File: config.mk
export PLATFORM = sky130hd
export DESIGN_NAME = spi_reg_ctrl
export DESIGN_NICKNAME = d
export VERILOG_FILES = /design/src/rtl/spi_ctrl_pkg.sv /design/src/rtl/spi_sync_edge.sv /design/src/rtl/spi_reg_ctrl.sv
export SDC_FILE = /design/constraint.sdc
export NUM_CORES = 1
export LEC_CHECK = 0
export CAP_MARGIN = 40
export CORE_MARGIN = 2
export CORE_UTILIZATION = 35
export DETAILED_ROUTE_END_ITERATION = 10
export GPL_TIMING_DRIVEN = 0
export SYNTH_ARGS = -nofsm -noshare
export SYNTH_HDL_FRONTEND = slang
export SYNTH_SLANG_ARGS = --single-unit
File: constraint.sdc
create_clock -name CLK -period 2.5 [get_ports CLK]
set_input_delay 0.375 -clock CLK [delete_from_list [all_inputs] [get_ports CLK]]
set_output_delay 0.375 -clock CLK [all_outputs]
set_load 0.01 [all_outputs]
File: src/rtl/spi_ctrl_pkg.sv
// spi_reg_ctrl shared types: frame FSM states and field widths.
package spi_ctrl_pkg;

   typedef enum logic [1:0] {
      IDLE,
      CMD,
      DATA,
      SKIP
   } state_t;

   localparam int CMD_WR_BIT = 7;
   localparam int ADDR_W     = 4;
   localparam int DATA_W     = 8;
   localparam int BCNT_W     = 3;

endpackage

File: src/rtl/spi_sync_edge.sv
// 2-flop synchronizer for an async SPI line, with rise/fall strobes
// taken from the synchronized value against its one-cycle-delayed copy.
module spi_sync_edge (
   input  logic CLK,
   input  logic RST,
   input  logic d,
   output logic q,
   output logic rise,
   output logic fall
);

   logic [2:0] sh;

   always_ff @(posedge CLK) begin
      if (RST) sh <= '0;
      else     sh <= {sh[1:0], d};
   end

   assign q    = sh[1];
   assign rise = sh[1] & ~sh[2];
   assign fall = ~sh[1] & sh[2];

endmodule

File: src/rtl/spi_reg_ctrl.sv
// SPI frame controller: command/address byte then data bytes -> register writes.
// Optional frame stall timeout: define SPI_FRAME_TIMEOUT_EN.
module spi_reg_ctrl
   import spi_ctrl_pkg::*;
#(
   parameter int unsigned TIMEOUT_CYCLES = 1024
) (
   input  logic              CLK,
   input  logic              RST,
   input  logic              SCLK,
   input  logic              MOSI,
   input  logic              SS,
   output logic              WR_EN,
   output logic [ADDR_W-1:0] WR_ADDR,
   output logic [DATA_W-1:0] WR_DATA,
   output logic              BUSY,
   output logic              FRAME_ERR
);

   if (TIMEOUT_CYCLES < 16) begin : g_tmo_chk
      $error("TIMEOUT_CYCLES must be at least 16");
   end

   logic sclk_s, sclk_rise, sclk_fall;
   logic ss_s, ss_rise, ss_fall;
   logic [1:0] mosi_sh;
   logic mosi_s;
   logic unused_edges;

   spi_sync_edge u_sclk (
      .CLK  (CLK),
      .RST  (RST),
      .d    (SCLK),
      .q    (sclk_s),
      .rise (sclk_rise),
      .fall (sclk_fall)
   );

   spi_sync_edge u_ss (
      .CLK  (CLK),
      .RST  (RST),
      .d    (SS),
      .q    (ss_s),
      .rise (ss_rise),
      .fall (ss_fall)
   );

   assign unused_edges = &{1'b0, sclk_s, sclk_fall, ss_rise};

   always_ff @(posedge CLK) begin
      if (RST) mosi_sh <= '0;
      else     mosi_sh <= {mosi_sh[0], MOSI};
   end

   assign mosi_s = mosi_sh[1];

   state_t              state_q, state_d;
   logic [BCNT_W-1:0]   bcnt_q, bcnt_d;
   logic [DATA_W-1:0]   sh_q, sh_d;
   logic [ADDR_W-1:0]   addr_q, addr_d;
   logic                wr_en_q, wr_en_d;
   logic [ADDR_W-1:0]   wr_addr_q, wr_addr_d;
   logic [DATA_W-1:0]   wr_data_q, wr_data_d;
   logic                ferr_q, ferr_d;
   logic [DATA_W-1:0]   byte_nx;
   logic                in_frame;
   logic                byte_done;
   logic                tmo_hit;

   assign byte_nx   = {sh_q[DATA_W-2:0], mosi_s};
   assign in_frame  = (state_q == CMD) || (state_q == DATA);
   assign byte_done = in_frame && sclk_rise && (bcnt_q == '1);

`ifdef SPI_FRAME_TIMEOUT_EN
   localparam int TW = $clog2(TIMEOUT_CYCLES);

   logic [TW-1:0] tmo_q;

   // Counts CLK cycles since the last SCLK rise while a byte is open
   always_ff @(posedge CLK) begin
      if (RST || !in_frame || sclk_rise) tmo_q <= '0;
      else                              tmo_q <= tmo_q + 1'b1;
   end

   assign tmo_hit = in_frame && !sclk_rise &&
                    (tmo_q == TW'(TIMEOUT_CYCLES - 1));
`else
   assign tmo_hit = 1'b0;
`endif

   always_comb begin
      state_d   = state_q;
      bcnt_d    = bcnt_q;
      sh_d      = sh_q;
      addr_d    = addr_q;
      wr_en_d   = 1'b0;
      wr_addr_d = wr_addr_q;
      wr_data_d = wr_data_q;
      ferr_d    = 1'b0;

      unique case (state_q)
         IDLE: begin
            bcnt_d = '0;
            sh_d   = '0;
            if (ss_fall) state_d = CMD;
         end
         CMD, DATA: begin
            if (sclk_rise) begin
               sh_d   = byte_nx;
               bcnt_d = bcnt_q + 1'b1;
            end
            if (byte_done && state_q == CMD) begin
               if (byte_nx[CMD_WR_BIT]) begin
                  addr_d  = byte_nx[ADDR_W-1:0];
                  state_d = DATA;
               end else begin
                  state_d = SKIP;
               end
            end else if (byte_done) begin
               wr_en_d   = 1'b1;
               wr_addr_d = addr_q;
               wr_data_d = byte_nx;
               addr_d    = addr_q + 1'b1;
            end
         end
         SKIP: bcnt_d = '0;
         default: state_d = IDLE;
      endcase

      if (tmo_hit) begin
         state_d = SKIP;
         bcnt_d  = '0;
         ferr_d  = 1'b1;
      end

      // A byte finishing as SS rises still writes; only a partial byte errors
      if (ss_s && state_q != IDLE) begin
         state_d = IDLE;
         bcnt_d  = '0;
         ferr_d  = in_frame && (bcnt_q != '0) && !byte_done;
      end
   end

   always_ff @(posedge CLK) begin
      if (RST) begin
         state_q   <= IDLE;
         bcnt_q    <= '0;
         sh_q      <= '0;
         addr_q    <= '0;
         wr_en_q   <= 1'b0;
         wr_addr_q <= '0;
         wr_data_q <= '0;
         ferr_q    <= 1'b0;
      end else begin
         state_q   <= state_d;
         bcnt_q    <= bcnt_d;
         sh_q      <= sh_d;
         addr_q    <= addr_d;
         wr_en_q   <= wr_en_d;
         wr_addr_q <= wr_addr_d;
         wr_data_q <= wr_data_d;
         ferr_q    <= ferr_d;
      end
   end

   assign WR_EN     = wr_en_q;
   assign WR_ADDR   = wr_addr_q;
   assign WR_DATA   = wr_data_q;
   assign BUSY      = (state_q != IDLE);
   assign FRAME_ERR = ferr_q;

endmodule

# After elaboration in Yosys (flattened, before gate mapping)
# Index checks and enable logic that the tools add are counted.
[word_totals]
regBits = 38
latchBits = 0
mem_bits_rw = 0
mem_bits_ro = 0
inputBits = 5
output_inout_bits = 15
word_cells = 62
n_memories = 0
[op_classes]
addsub = 2
multipliers = 0
div_mod_pow = 0
n_lt_le_gt_ge = 0
eq_ne = 8
n_shift = 0
muxes = 12
bitwise_logic = 7
n_reduce_logical = 22
[op_table]
columns = ["cell", "n"]
rows = [
  ["7-bit one-hot mux with 2 select lines", 1],
  ["4-bit 2-to-1 mux", 3],
  ["3-bit AND reduction", 3],
  ["2-bit inequality test (second input constant)", 4],
  ["2-bit OR reduction", 4],
  ["7-bit 2-to-1 mux", 1],
  ["1-bit logical AND", 6],
  ["3-bit one-hot mux with 2 select lines", 1],
  ["2-bit nonzero test", 3],
  ["1-bit NOT", 5],
  ["4-bit by 1-bit adder with 4-bit output (second input constant)", 1],
  ["2-bit == test (second input constant)", 2],
  ["2-bit 2-to-1 mux", 2],
  ["2-bit one-hot mux with 2 select lines", 1],
  ["3-bit by 1-bit adder with 3-bit output (second input constant)", 1],
  ["3-bit == test (second input constant)", 1],
  ["3-bit 2-to-1 mux", 1],
  ["3-bit nonzero test", 1],
  ["3-bit OR reduction", 1],
  ["1-bit bitwise AND", 2],
  ["2-bit by 1-bit == test with 1-bit output (second input constant)", 1],
  ["2-bit logical NOT", 1],
  ["1-bit 2-to-1 mux", 2],
  ["2-bit AND reduction", 1],
  ["other kinds (2)", 2],
]

# Logic depth before layout (Yosys ltp)
# Gate-level depths: netlist (run 1).
[depth]
depth_word = 7
ltp_mapped = 8
depth_no_buf = 6

# Cells and area by module
# Synthesis (run 1) repeated with hierarchy kept, for this count alone.
[hier_totals]
hier_cells = 180
hier_area_um2 = 1664.1
[by_module_without_submodules]
columns = ["mod", "n_inst", "cells_each", "area_per_inst_um2", "seq_area_each_um2"]
rows = [
  ["spi_reg_ctrl", 1, 164, 1481.4, 640.6],
  ["spi_sync_edge", 2, 8, 91.3, 60.1],
]

# Worst setup path after synthesis (run 1)
# No wires, ideal clock.
[synth_path]
path_type = "reg2reg"
startpoint = "reg state_q[0]"
endpoint = "reg addr_q[2]"
setup_time_ns = 0.086
t_arrival_ns = 1.793
t_required_ns = 2.414
path_slack_ns = 0.621
path_stages_with_launch = 8
n_path_buf = 1
synth_period_minus_slack_ns = 1.879
cell_sequence = "dfxtp_1 > inv_1 > ha_1 > nand2_1 > or3_1 > buf_2 > a32o_1 > a221oi_2"
[synth_between]
elab_chain_cells = 7
word_cells_on_any_way = 11
classes_between = "eq/ne: 3; mux: 1; reduce/logical: 7"
[synth_rtl]
columns = ["item", "line", "text"]
rows = [
  ["start, declared", "spi_reg_ctrl.sv:57", "state_t state_q, state_d;"],
  ["start signal, assigned", "spi_reg_ctrl.sv:155", "state_q <= state_d;"],
  ["2-bit by 1-bit == test with 1-bit output or 2-bit == test (tied branches)", "spi_reg_ctrl.sv:71", "assign in_frame = (state_q == CMD) || (state_q == DATA);"],
  ["1-bit logical OR *", "spi_reg_ctrl.sv:71", ""],
  ["via in_frame", "spi_reg_ctrl.sv:66", "logic in_frame;"],
  ["1-bit logical AND * (2 in series)", "spi_reg_ctrl.sv:72", "assign byte_done = in_frame && sclk_rise && (bcnt_q == '1);"],
  ["1-bit logical AND", "spi_reg_ctrl.sv:112", "if (byte_done && state_q == CMD) begin"],
  ["2-bit inequality test (no source line) or 2-bit nonzero test (tied branches)", "--", ""],
  ["3-bit AND reduction (no source line)", "--", ""],
  ["end signal, assigned", "spi_reg_ctrl.sv:158", "addr_q <= addr_d;"],
  ["end, declared", "spi_reg_ctrl.sv:60", "logic [ADDR_W-1:0] addr_q, addr_d;"],
]
# Mark *: on every way through the listed nets, which the timed path passes. The rest lies on a longest branch.
# A chain may end at the register's enable or synchronous reset.

# Final worst setup path (run 1)
[layout_path]
startpoint = "reg state_q[0]"
endpoint = "reg wr_addr_q[2], in the netlist WR_ADDR[2]"
[layout_between]
elab_chain_cells = 7
word_cells_on_any_way = 9
classes_between = "eq/ne: 2; bitwise: 1; reduce/logical: 6"
[layout_rtl]
columns = ["item", "line", "text"]
rows = [
  ["2-bit by 1-bit == test with 1-bit output or 2-bit == test (tied branches)", "spi_reg_ctrl.sv:71", ""],
  ["1-bit logical OR *", "spi_reg_ctrl.sv:71", ""],
  ["via in_frame", "spi_reg_ctrl.sv:66", ""],
  ["1-bit logical AND * (2 in series)", "spi_reg_ctrl.sv:72", ""],
  ["1-bit logical AND", "spi_reg_ctrl.sv:112", ""],
  ["1-bit NOT (no source line)", "--", ""],
  ["3-bit AND reduction (no source line) *", "--", ""],
  ["end signal, assigned", "spi_reg_ctrl.sv:160", "wr_addr_q <= wr_addr_d;"],
  ["end, declared", "spi_reg_ctrl.sv:62", "logic [ADDR_W-1:0] wr_addr_q, wr_addr_d;"],
]
# Marks and branches as above.

==> results of run 1 <==
==> worst max-delay path by stage <==
| stage | start | to | slack (ns) | depth (start not counted) |
|---|---|---|---|---|
| after global routing | state_q[0]$_SDFFE_PP0P_ | WR_DATA[2]$_SDFFE_PP0P_ | 0.20 | 8 |
| after CTS | state_q[0]$_SDFFE_PP0P_ | WR_ADDR[2]$_SDFFE_PP0P_ | 0.39 | 8 |
| after detailed placement | state_q[0]$_SDFFE_PP0P_ | WR_DATA[5]$_SDFFE_PP0P_ | 0.40 | 8 |
| after floorplan | state_q[0]$_SDFFE_PP0P_ | addr_q[2]$_SDFFE_PP0P_ | 0.62 | 7 |
| final | state_q[0]$_SDFFE_PP0P_ | WR_ADDR[2]$_SDFFE_PP0P_ | 0.36 | 8 |
| after global placement | state_q[0]$_SDFFE_PP0P_ | WR_DATA[4]$_SDFFE_PP0P_ | 0.39 | 8 |
==> layout make-up <==
cell class | instances | area (um2) | share of cell area (%)
well taps | 52 | 65.06 | 3.446
flip-flops and latches | 38 | 760.7 | 40.29
repair buffers | 18 | 180.2 | 9.543
inverters | 9 | 33.78 | 1.789
clock inverters | 1 | 5.005 | 0.2651
clock buffers | 7 | 86.33 | 4.573
multi-input cells | 129 | 719.4 | 38.10
plain buffers | 9 | 37.54 | 1.988
==> sequential cells by signal, summed over array words and instances (netlist names) <==
| name | count |
|---|---|
| u_sclk.sh | 3 |
| mosi_sh | 2 |
| bcnt_q | 3 |
| WR_ADDR | 4 |
| u_ss.sh | 3 |
| FRAME_ERR | 1 |
| state_q | 2 |
| addr_q | 4 |
| WR_EN | 1 |
| WR_DATA | 8 |
| sh_q | 7 |
==> metrics by stage <==
stage               hold slack [ns]  setup slack (ns)  total power [mW]  utilization, %  area, um2
floorplan                    0.4138            0.6211            0.6547               -       1551
global route                 0.4562            0.1955             1.133           43.66       1888
global placement             0.4201            0.3937            0.6699           41.55       1797
detailed placement           0.4239            0.4015            0.6696           41.55       1797
CTS                          0.4410            0.3933             1.104           43.66       1888
finish                       0.4331            0.3579             1.088           43.66       1888
==> placed cells by master, fill, tap and decap left out, types with 2 or more instances in the layout <==
cell              n
a21oi_1          27
a311oi_1          2
buf_2             3
clkbuf_1          7
clkbuf_8          6
clkdlybuf4s50_1  18
dfxtp_1          38
ha_1              6
inv_1             9
nand2_1          41
nand2b_1          2
nand3_1          10
nor2_1            6
nor2b_1          12
nor3_1            4
o21ai_0           3
==> power by group through the flow <==
stage               logic [mW]  clock network, mW  registers (mW)
floorplan               0.0274                  0           0.627
global placement        0.0415                  0           0.628
detailed placement      0.0413                  0           0.628
CTS                     0.0415              0.449           0.614
global route            0.0460              0.473           0.615
finish                  0.0410              0.433           0.614
==> routing by layer <==
metal	wire (um)	global-route usage, %	part of all wire [%]
met3	136	4.274	4.4
met5	0	0	0
met2	1324	20.23	43
met1	1544	18.71	50
met4	63	5.660	2.1
==> worst register-to-register path, delay by kind of cell, from the launching register on <==
kind,cells,cell delay (ns)
simple gates,3,0.69
fa+ha+maj,1,0.36
buf+inv,3,0.50
compound gates,1,0.07
flops,1,0.38
==> kinds of logic after synthesis <==
| logic type | Yosys count |
|---|---|
| AOI/OAI and AO/OA | 39 |
| muxes | 1 |
| buffers and inverters | 18 |
| and+or+nand+nor | 83 |
| DFF | 38 |
| adders and majority gates | 6 |
==> results_dict.tcl, run 1 <==
set metrics [dict create \
    ys_seq_area_share_pct 49.03 \
    critPathTopFamily "simple AND/OR/NAND/NOR gates" \
    syn-num-nets 196 \
    min_to "mosi_sh[1]$_SDFF_PP0_" \
    p_int_uw 849.3 \
    synth.top_cell.area_share_pct 49.03 \
    rr_endpoint "WR_ADDR[2]$_SDFFE_PP0P_" \
    nets 221 \
    clk_latency_ns 0.29 \
    setup_viol 0 \
    cp_common_cell "nand2_1" \
    path_cells "inv_1, ha_1, nand2_1, or3_1, buf_2, clkbuf_1, nand2_1, a21oi_1" \
    grt_start_max_net_pins 12 \
    synthMuxAreaShare_pct 0.6452 \
    drc 0 \
    min-delay-start "RST" \
    antenna_cells 0 \
    clockBufferDepth 2 \
    async_reset_ff_share_pct 0 \
    ant_nets 0 \
    synth.most_common_cell "nand2_1" \
    cts_resized 0 \
    pwr-share-comb_pct 3.8 \
    synthAdderAreaFrac_pct 4.839 \
    fin_worst_skew_ns 0.004579 \
    synth_area_leaders "dfxtp_1, nand2_1, a21oi_1, ha_1, nor2b_1" \
    arrival_ns 2.30 \
    power.density_nw_per_um2 576.2 \
    worstPathRequired_ns 2.66 \
    hold_buffers 0 \
    via_count 1289 \
    p_switching_uw 238.7 \
    power.leakage_nw 0.6411 \
    pwr-share-clk_pct 39.8 \
    yosysTopAreaCell "dfxtp_1" \
    rows 24 \
    drtIter0Drc 75 \
    yosysUniqueCellTypes 30 \
    dp_hpwl_um 2143 \
    wl_um 3068 \
    worst-path-buf-inv 3 \
    reg2reg_from "state_q[0]$_SDFFE_PP0P_" \
    synthTopCellsByCount "nand2_1, dfxtp_1, a21oi_1" \
    switching_share_pct 21.94 \
    tns_ns 0 \
    fin_crit_ns 2.142 \
    end_kind "flip-flop" \
    io_pins 20 \
    ys.warnings.count 0 \
    drt-wirelength-per-cell_um 11.67 \
    syn_inst 185 \
    gp_congestion 0.8346 \
    core_area_um2 4324 \
    slowest_delay_ns 0.38 \
    cp_slowest_cell "dfxtp_1" \
    fin_crit_sh_pct 85.68 \
    clkTransAtPathRegs_ns 0.07 \
    io_buffers 18 \
    power.ir.vdd_worst_mv 0.2795 \
    synth_seq_cells 38 \
    dr.pass1.iters 4 \
    power.share.sequential_pct 56.5 \
    grt_setup_unrepaired "no" \
    die_x_um 70.58 \
    syn_avg_cell_area_um2 8.386 \
    initial_utilization_pct 35.88 \
    grt_pass1_wl_um 5416 \
    post-cts-setup-buffers 0 \
    cts_tree "yes" \
    cts_made_buffers 5 \
    clock_sinks 38 \
    layout-drive-gt1-share_pct 7.109 \
    cts-root-buf "clkbuf_8" \
    synth_simple_gate_area_share_pct 25.56 \
    reg2reg_depth 8 \
    antenna_found_initial 0 \
    dp.cells 255 \
    fmax_ghz 0.4668 \
    drv_slew 0 \
    synth_xor_area_share_pct 0 \
    drv_cap 0 \
    critPathLaunchType "flip-flop" \
    grt_usage_pct 13.71 \
    tightest_slew_ns 0.5557 \
    hold_violations 0 \
    stdcell_count 263 \
    die_h_um 70.58 \
    max_slew_margin_pct 62.95 \
    synth_compound_area_share_pct 15.32 \
    run_status "complete, no violations" \
    synth_top_family_by_area "simple AND/OR/NAND/NOR gates" \
    avgViaCountPerCell 4.901 \
    grt_overflow 0 \
    holdPathStages 2 \
    cts_max_level 2 \
    grt_pass1_vias 1189 \
    synth_edf_count 0 \
    r2r_setup_slack_ns 0.36 \
    path_class "flip-flop to flip-flop" \
    hold_path_class "primary input to flip-flop" \
    ys.flop_type "dfxtp_1" \
    path_max_fanout 10 \
    synthesis.area_um2 1551 \
    fillers 468 \
    area_growth_pct 21.69 \
    dieArea_um2 4982 \
]
Note: power is estimated with default switching activity, not from simulation.
==> inputs of run 2 (changes only) <==
CORE_UTILIZATION = 30   (was 35)
MAX_ROUTING_LAYER = met4   (was default)
clock period = 2.51 ns   (was 2.5 ns; I/O delays follow)
==> results_dict.tcl, run 2 (synthesis gave the netlist of run 1 again) <==
set metrics [dict create \
    run_status "complete, no violations" \
    hold_violations 0 \
    clk_latency_ns 0.29 \
    grt_overflow 0 \
    dp_hpwl_um 2194 \
    tns_ns 0 \
    wl_um 3082 \
    path_class "flip-flop to flip-flop" \
    die_x_um 75.92 \
    via_count 1274 \
    clock_sinks 38 \
    dr.pass1.iters 4 \
    initial_utilization_pct 30.77 \
    grt_start_max_net_pins 11 \
    worstPathRequired_ns 2.66 \
    fin_crit_sh_pct 84.56 \
    antenna_cells 0 \
    io_pins 20 \
    cts-root-buf "clkbuf_8" \
    fin_worst_skew_ns 0.004937 \
    drv_cap 0 \
    dieArea_um2 5763 \
    grt_usage_pct 12.12 \
    regArea_um2 760.7 \
    power.density_nw_per_um2 558.2 \
    die_h_um 75.92 \
    core_area_um2 5042 \
    drv_slew 0 \
    fillers 540 \
    cts_resized 0 \
    power.leakage_nw 0.6361 \
    ant_nets 0 \
    fmax_ghz 0.4711 \
    drt-wirelength-per-cell_um 11.05 \
    hold_buffers 0 \
    gp_congestion 0.7980 \
    layout-drive-gt1-share_pct 6.699 \
    io_buffers 18 \
    power.ir.vdd_worst_mv 0.2549 \
    post-place-ws_ns 0.3983 \
    critPathLaunchType "flip-flop" \
    path_cells "inv_1, ha_1, nand2_1, or3_1, buf_2, clkbuf_1, nand2_1, a21oi_1" \
    grt_pass1_vias 1169 \
    layout_commonest_cell "nand2_1" \
    cp_slowest_cell "dfxtp_1" \
    area_growth_pct 22.58 \
    largest_register_ffs 8 \
    drc 0 \
    max_slew_margin_pct 66.29 \
    grt_pass1_wl_um 5416 \
    avgViaCountPerCell 4.566 \
    cts_made_buffers 5 \
    hold_path_class "flip-flop to flip-flop" \
    grt_setup_unrepaired "no" \
    tightest_slew_ns 0.5056 \
    clkTransAtPathRegs_ns 0.07 \
    rows 26 \
    path_max_fanout 10 \
    setup_slack_ns 0.3875 \
    arrival_ns 2.28 \
    clockBufferDepth 2 \
    multi_input_area_um2 719.4 \
    finalInstanceArea_um2 1902 \
    cts_tree "yes" \
    cts_max_level 2 \
    end_kind "flip-flop" \
    cp_common_cell "nand2_1" \
    fin_crit_ns 2.122 \
    antenna_found_initial 0 \
    post-cts-setup-buffers 0 \
    mostFrequentLayoutCells "nand2_1, dfxtp_1, a21oi_1" \
    nets 221 \
    slowest_delay_ns 0.39 \
    dpl-instance-area_um2 1819 \
    drtIter0Drc 68 \
    setup_viol 0 \
]
==> run 2: per-stage QoR <==
stage | power, mW | util (%) | hold WS [ns] | instances
after global routing | 1.108 | 37.72 | 0.4588 | 279
final | 1.062 | 37.72 | 0.4381 | 279
after detailed placement | 0.6677 | 36.08 | 0.4281 | 273
after floorplan | 0.6521 | - | 0.4138 | 185
after global placement | 0.6672 | 36.08 | 0.4170 | 273
after CTS | 1.078 | 37.72 | 0.4443 | 279
==> run 2: where the power goes <==
group | leakage [nW] | internal, mW | switching, mW
logic | 0.285 | 0.0158 | 0.0255
registers | 0.307 | 0.609 | 0.00344
clock network | 0.0431 | 0.212 | 0.196
==> run 2: path summary, 6_finish.rpt <==
check	endpoint	from	slack (ns)	depth (start not counted)
max	WR_DATA[4]$_SDFFE_PP0P_	state_q[0]$_SDFFE_PP0P_	0.39	8
min reg2reg	u_ss.sh[1]$_SDFF_PP0_	u_ss.sh[0]$_SDFF_PP0_	0.44	1
min	u_ss.sh[1]$_SDFF_PP0_	u_ss.sh[0]$_SDFF_PP0_	0.44	1
max reg2reg	WR_DATA[4]$_SDFFE_PP0P_	state_q[0]$_SDFFE_PP0P_	0.39	8
==> run 2: final cells by class <==
cell class / count / share of cell area (%)
flip-flops and latches: 38 / 40.00
multi-input cells: 129 / 37.83
repair buffers: 18 / 9.474
well taps: 70 / 4.605
clock buffers: 6 / 4.342
plain buffers: 9 / 1.974
inverters: 9 / 1.776
==> run 2: layer usage <==
metal	wire, um	track usage [%]	vias up	share of wire, %
met5	0	-	-	0
met1	1605	16.00	579	52
met3	132	4.643	5	4.3
met4	43	3.818	0	1.4
li1	-	-	670	-
met2	1300	17.14	20	42
==> run 2: critical path, delay by kind of cell, from the launching register on <==
family / cells / cell delay (ns)
AO/OA/AOI/OAI: 1 / 0.07
AND/OR/NAND/NOR: 3 / 0.66
flip-flops: 1 / 0.39
buffers and inverters: 3 / 0.48
adder cells (fa/ha/maj): 1 / 0.37
==> patch: new RTL, settings of run 2 <==
Remove the register `wr_en_q`: a continuous assignment takes its place, so the output `WR_EN` follows one clock earlier.
--- a/src/rtl/spi_reg_ctrl.sv
+++ b/src/rtl/spi_reg_ctrl.sv
@@ -147,7 +147,6 @@
          bcnt_q    <= '0;
          sh_q      <= '0;
          addr_q    <= '0;
-         wr_en_q   <= 1'b0;
          wr_addr_q <= '0;
          wr_data_q <= '0;
          ferr_q    <= 1'b0;
@@ -156,12 +155,13 @@
          bcnt_q    <= bcnt_d;
          sh_q      <= sh_d;
          addr_q    <= addr_d;
-         wr_en_q   <= wr_en_d;
          wr_addr_q <= wr_addr_d;
          wr_data_q <= wr_data_d;
          ferr_q    <= ferr_d;
       end
    end
+
+   assign wr_en_q = wr_en_d;
 
    assign WR_EN     = wr_en_q;
    assign WR_ADDR   = wr_addr_q;
Check against the original RTL: no difference found for any inputs over 10 cycles, from zero or initial values and one cycle with RST high; that may be too few to reach the edited logic, so the function may still have changed.
==> patch against run 2 <==
Sequential cell count fell by 1. Die area rose by 4.0%. Synthesized area rose by 4.2%. Fmax fell by 7.8%. Power rose by 10%. Critical path type is now flop to output pin. Setup slack got worse by 0.18 ns. Synthesized cell count fell by 2.7%. Sequential share of layout area fell by 3.3 points. Clock power rose by 29%. Wire length rose by 7.7%. Critical endpoint is now WR_EN. Utilization rose by 1.6 points. Design area rose by 6.2%. Clock skew rose by 0.0043 ns. Count of clock-buffer cells in the layout fell by 1.
==> patch: results (changes against run 2) <==
- The maximum number of pins on one net before global-route repair came to 14 (+3).
- The cell leakage power is 0.700 nW (+10%).
- The post-detailed-placement cell area is 1890 µm² (+4.1%).
- The flow ran to the end, and the final reports show no timing, DRC or antenna violations.
- The worst-case vdd ir drop is 321 µV (+26%).
- In the synthesized netlist, the cells that appear most often are sky130_fd_sc_hd__dfxtp_1, sky130_fd_sc_hd__a21oi_1, sky130_fd_sc_hd__nand3_1, sky130_fd_sc_hd__o21ai_0.
- The average via count per standard cell is 4.75 (+4.0%).
- The endpoint identified for the worst register-to-register timing path is WR_DATA[1].
- The number of cells on the worst reg-to-reg path is 7 (-1).
- Yosys attributes the largest share of cell area to sky130_fd_sc_hd__dfxtp_1, sky130_fd_sc_hd__a21oi_1, sky130_fd_sc_hd__nand3_1.
- The first-iteration detailed-routing DRC count is 108 (+59%).
- The slack of the worst reg-to-reg path is 0.81 ns (+0.42 ns).
- The net count of the finished layout is 218 (-1.4%).
- The endpoint arrival time on the critical path is 1.93 ns (-0.35 ns).
- The hold path endpoint is u_sclk.sh[1].
- The ratio of cells with drive above 1 in the final layout is 11.1% (+4.4 points).
- The sequential fraction of the synthesis area is 45.8% (-3.2 points).
- The placed instance count was 269 (-1.5%).
- The startpoint identified for the worst hold timing path is u_sclk.sh[0].
- The first-pass GRT wire length came to 5890 µm (+8.8%).
- The final wirelength is 3320 µm (+7.7%).
- The detailed placer's ending HPWL is 2300 µm (+4.9%).
- The synthesized netlist net count came to 191 (-2.6%).
- The delay contributed by the slowest stage of the critical path was 0.37 ns (-0.02 ns).
- The number of distinct library cell variants in the gate-level netlist after synthesis is 36 (+20%).
- The setup slack after placement came to 0.0608 ns (-0.338 ns).
- The count of mapped cells out of synthesis came to 180 (-2.7%).
- The final-layout worst hold slack is 0.437 ns (-0.000813 ns).
- The worst clock skew was 0.00920 ns (+0.00426 ns).
- The average routed wire per standard cell is 11.9 µm (+8.1%).
- The via count of the first global-routing pass is 1256 (+7.4%).
- The highest achievable clock rate is 0.434 GHz (-7.8%).
- The quantity of I/O buffers inserted on ports is 19 (+1).
- The routability-driven placement congestion ratio was 0.788 (-1.3%).
- The family with the most delay on the worst path is buffers and inverters.
- The total routing usage reported by global routing is 12.8% (+0.66 points).
- The slew of the pin with the lowest slew margin is 0.482 ns (-0.0233 ns).
patch: final cells by class:
type                    instances  area, µm²
fillers                       572       3120
multi-input cells             121        778
flip-flops and latches         37        741
repair buffers                 20        196
well taps                      70       87.6
clock buffers                   5       68.8
plain buffers                  12       63.8
clock inverters                 3       46.3
inverters                      10       37.5
patch: how the worst max path moves through the flow:
| stage | to | cells after the start |
|---|---|---|
| 2_1_floorplan | WR_EN | 6 |
| 3_3_place_gp | WR_EN | 7 |
| 3_5_place_dp | WR_EN | 7 |
| 4_1_cts | WR_EN | 7 |
| 5_1_grt | WR_EN | 7 |
| 6_report | WR_EN | 7 |
patch: logic make-up after synthesis:
group	Yosys count	share of synthesized area [%]
flip-flops	37	45.8
adder cells (fa/ha/maj)	6	4.64
XOR/XNOR	1	0.542
buffers and inverters	22	6.04
AO/OA/AOI/OAI	52	20.6
multiplexers	3	1.86
AND/OR/NAND/NOR	59	20.5
patch: worst register-to-register path, delay by kind of cell, from the launching register on:
family                     cells  cell delay [ns]
AOI/OAI and AO/OA              1             0.14
buffers and inverters          3             0.45
DFF                            1             0.37
and+or+nand+nor                2             0.40
adders and majority gates      1             0.27
patch: layer usage:
metal	track usage (%)	share of wire, %	vias to the layer above
met1	16.8	51	595
met4	6.96	2.7	0
met5	-	0	-
li1	-	-	688
met2	17.8	42	29
met3	3.37	4.5	8
patch: where the power goes:
part | internal (mW) | total, mW | switching (mW) | leakage [nW]
logic | 0.0203 | 0.0481 | 0.0278 | 0.346
registers | 0.592 | 0.597 | 0.00423 | 0.299
clock network | 0.297 | 0.527 | 0.230 | 0.0543
patch: repair_timing:
| item | in CTS | in global routing |
|---|---|---|
| buffers inserted | 1 | 0 |
| resized for setup | 3 | 0 |
| setup endpoints to repair | 1 | 0 |
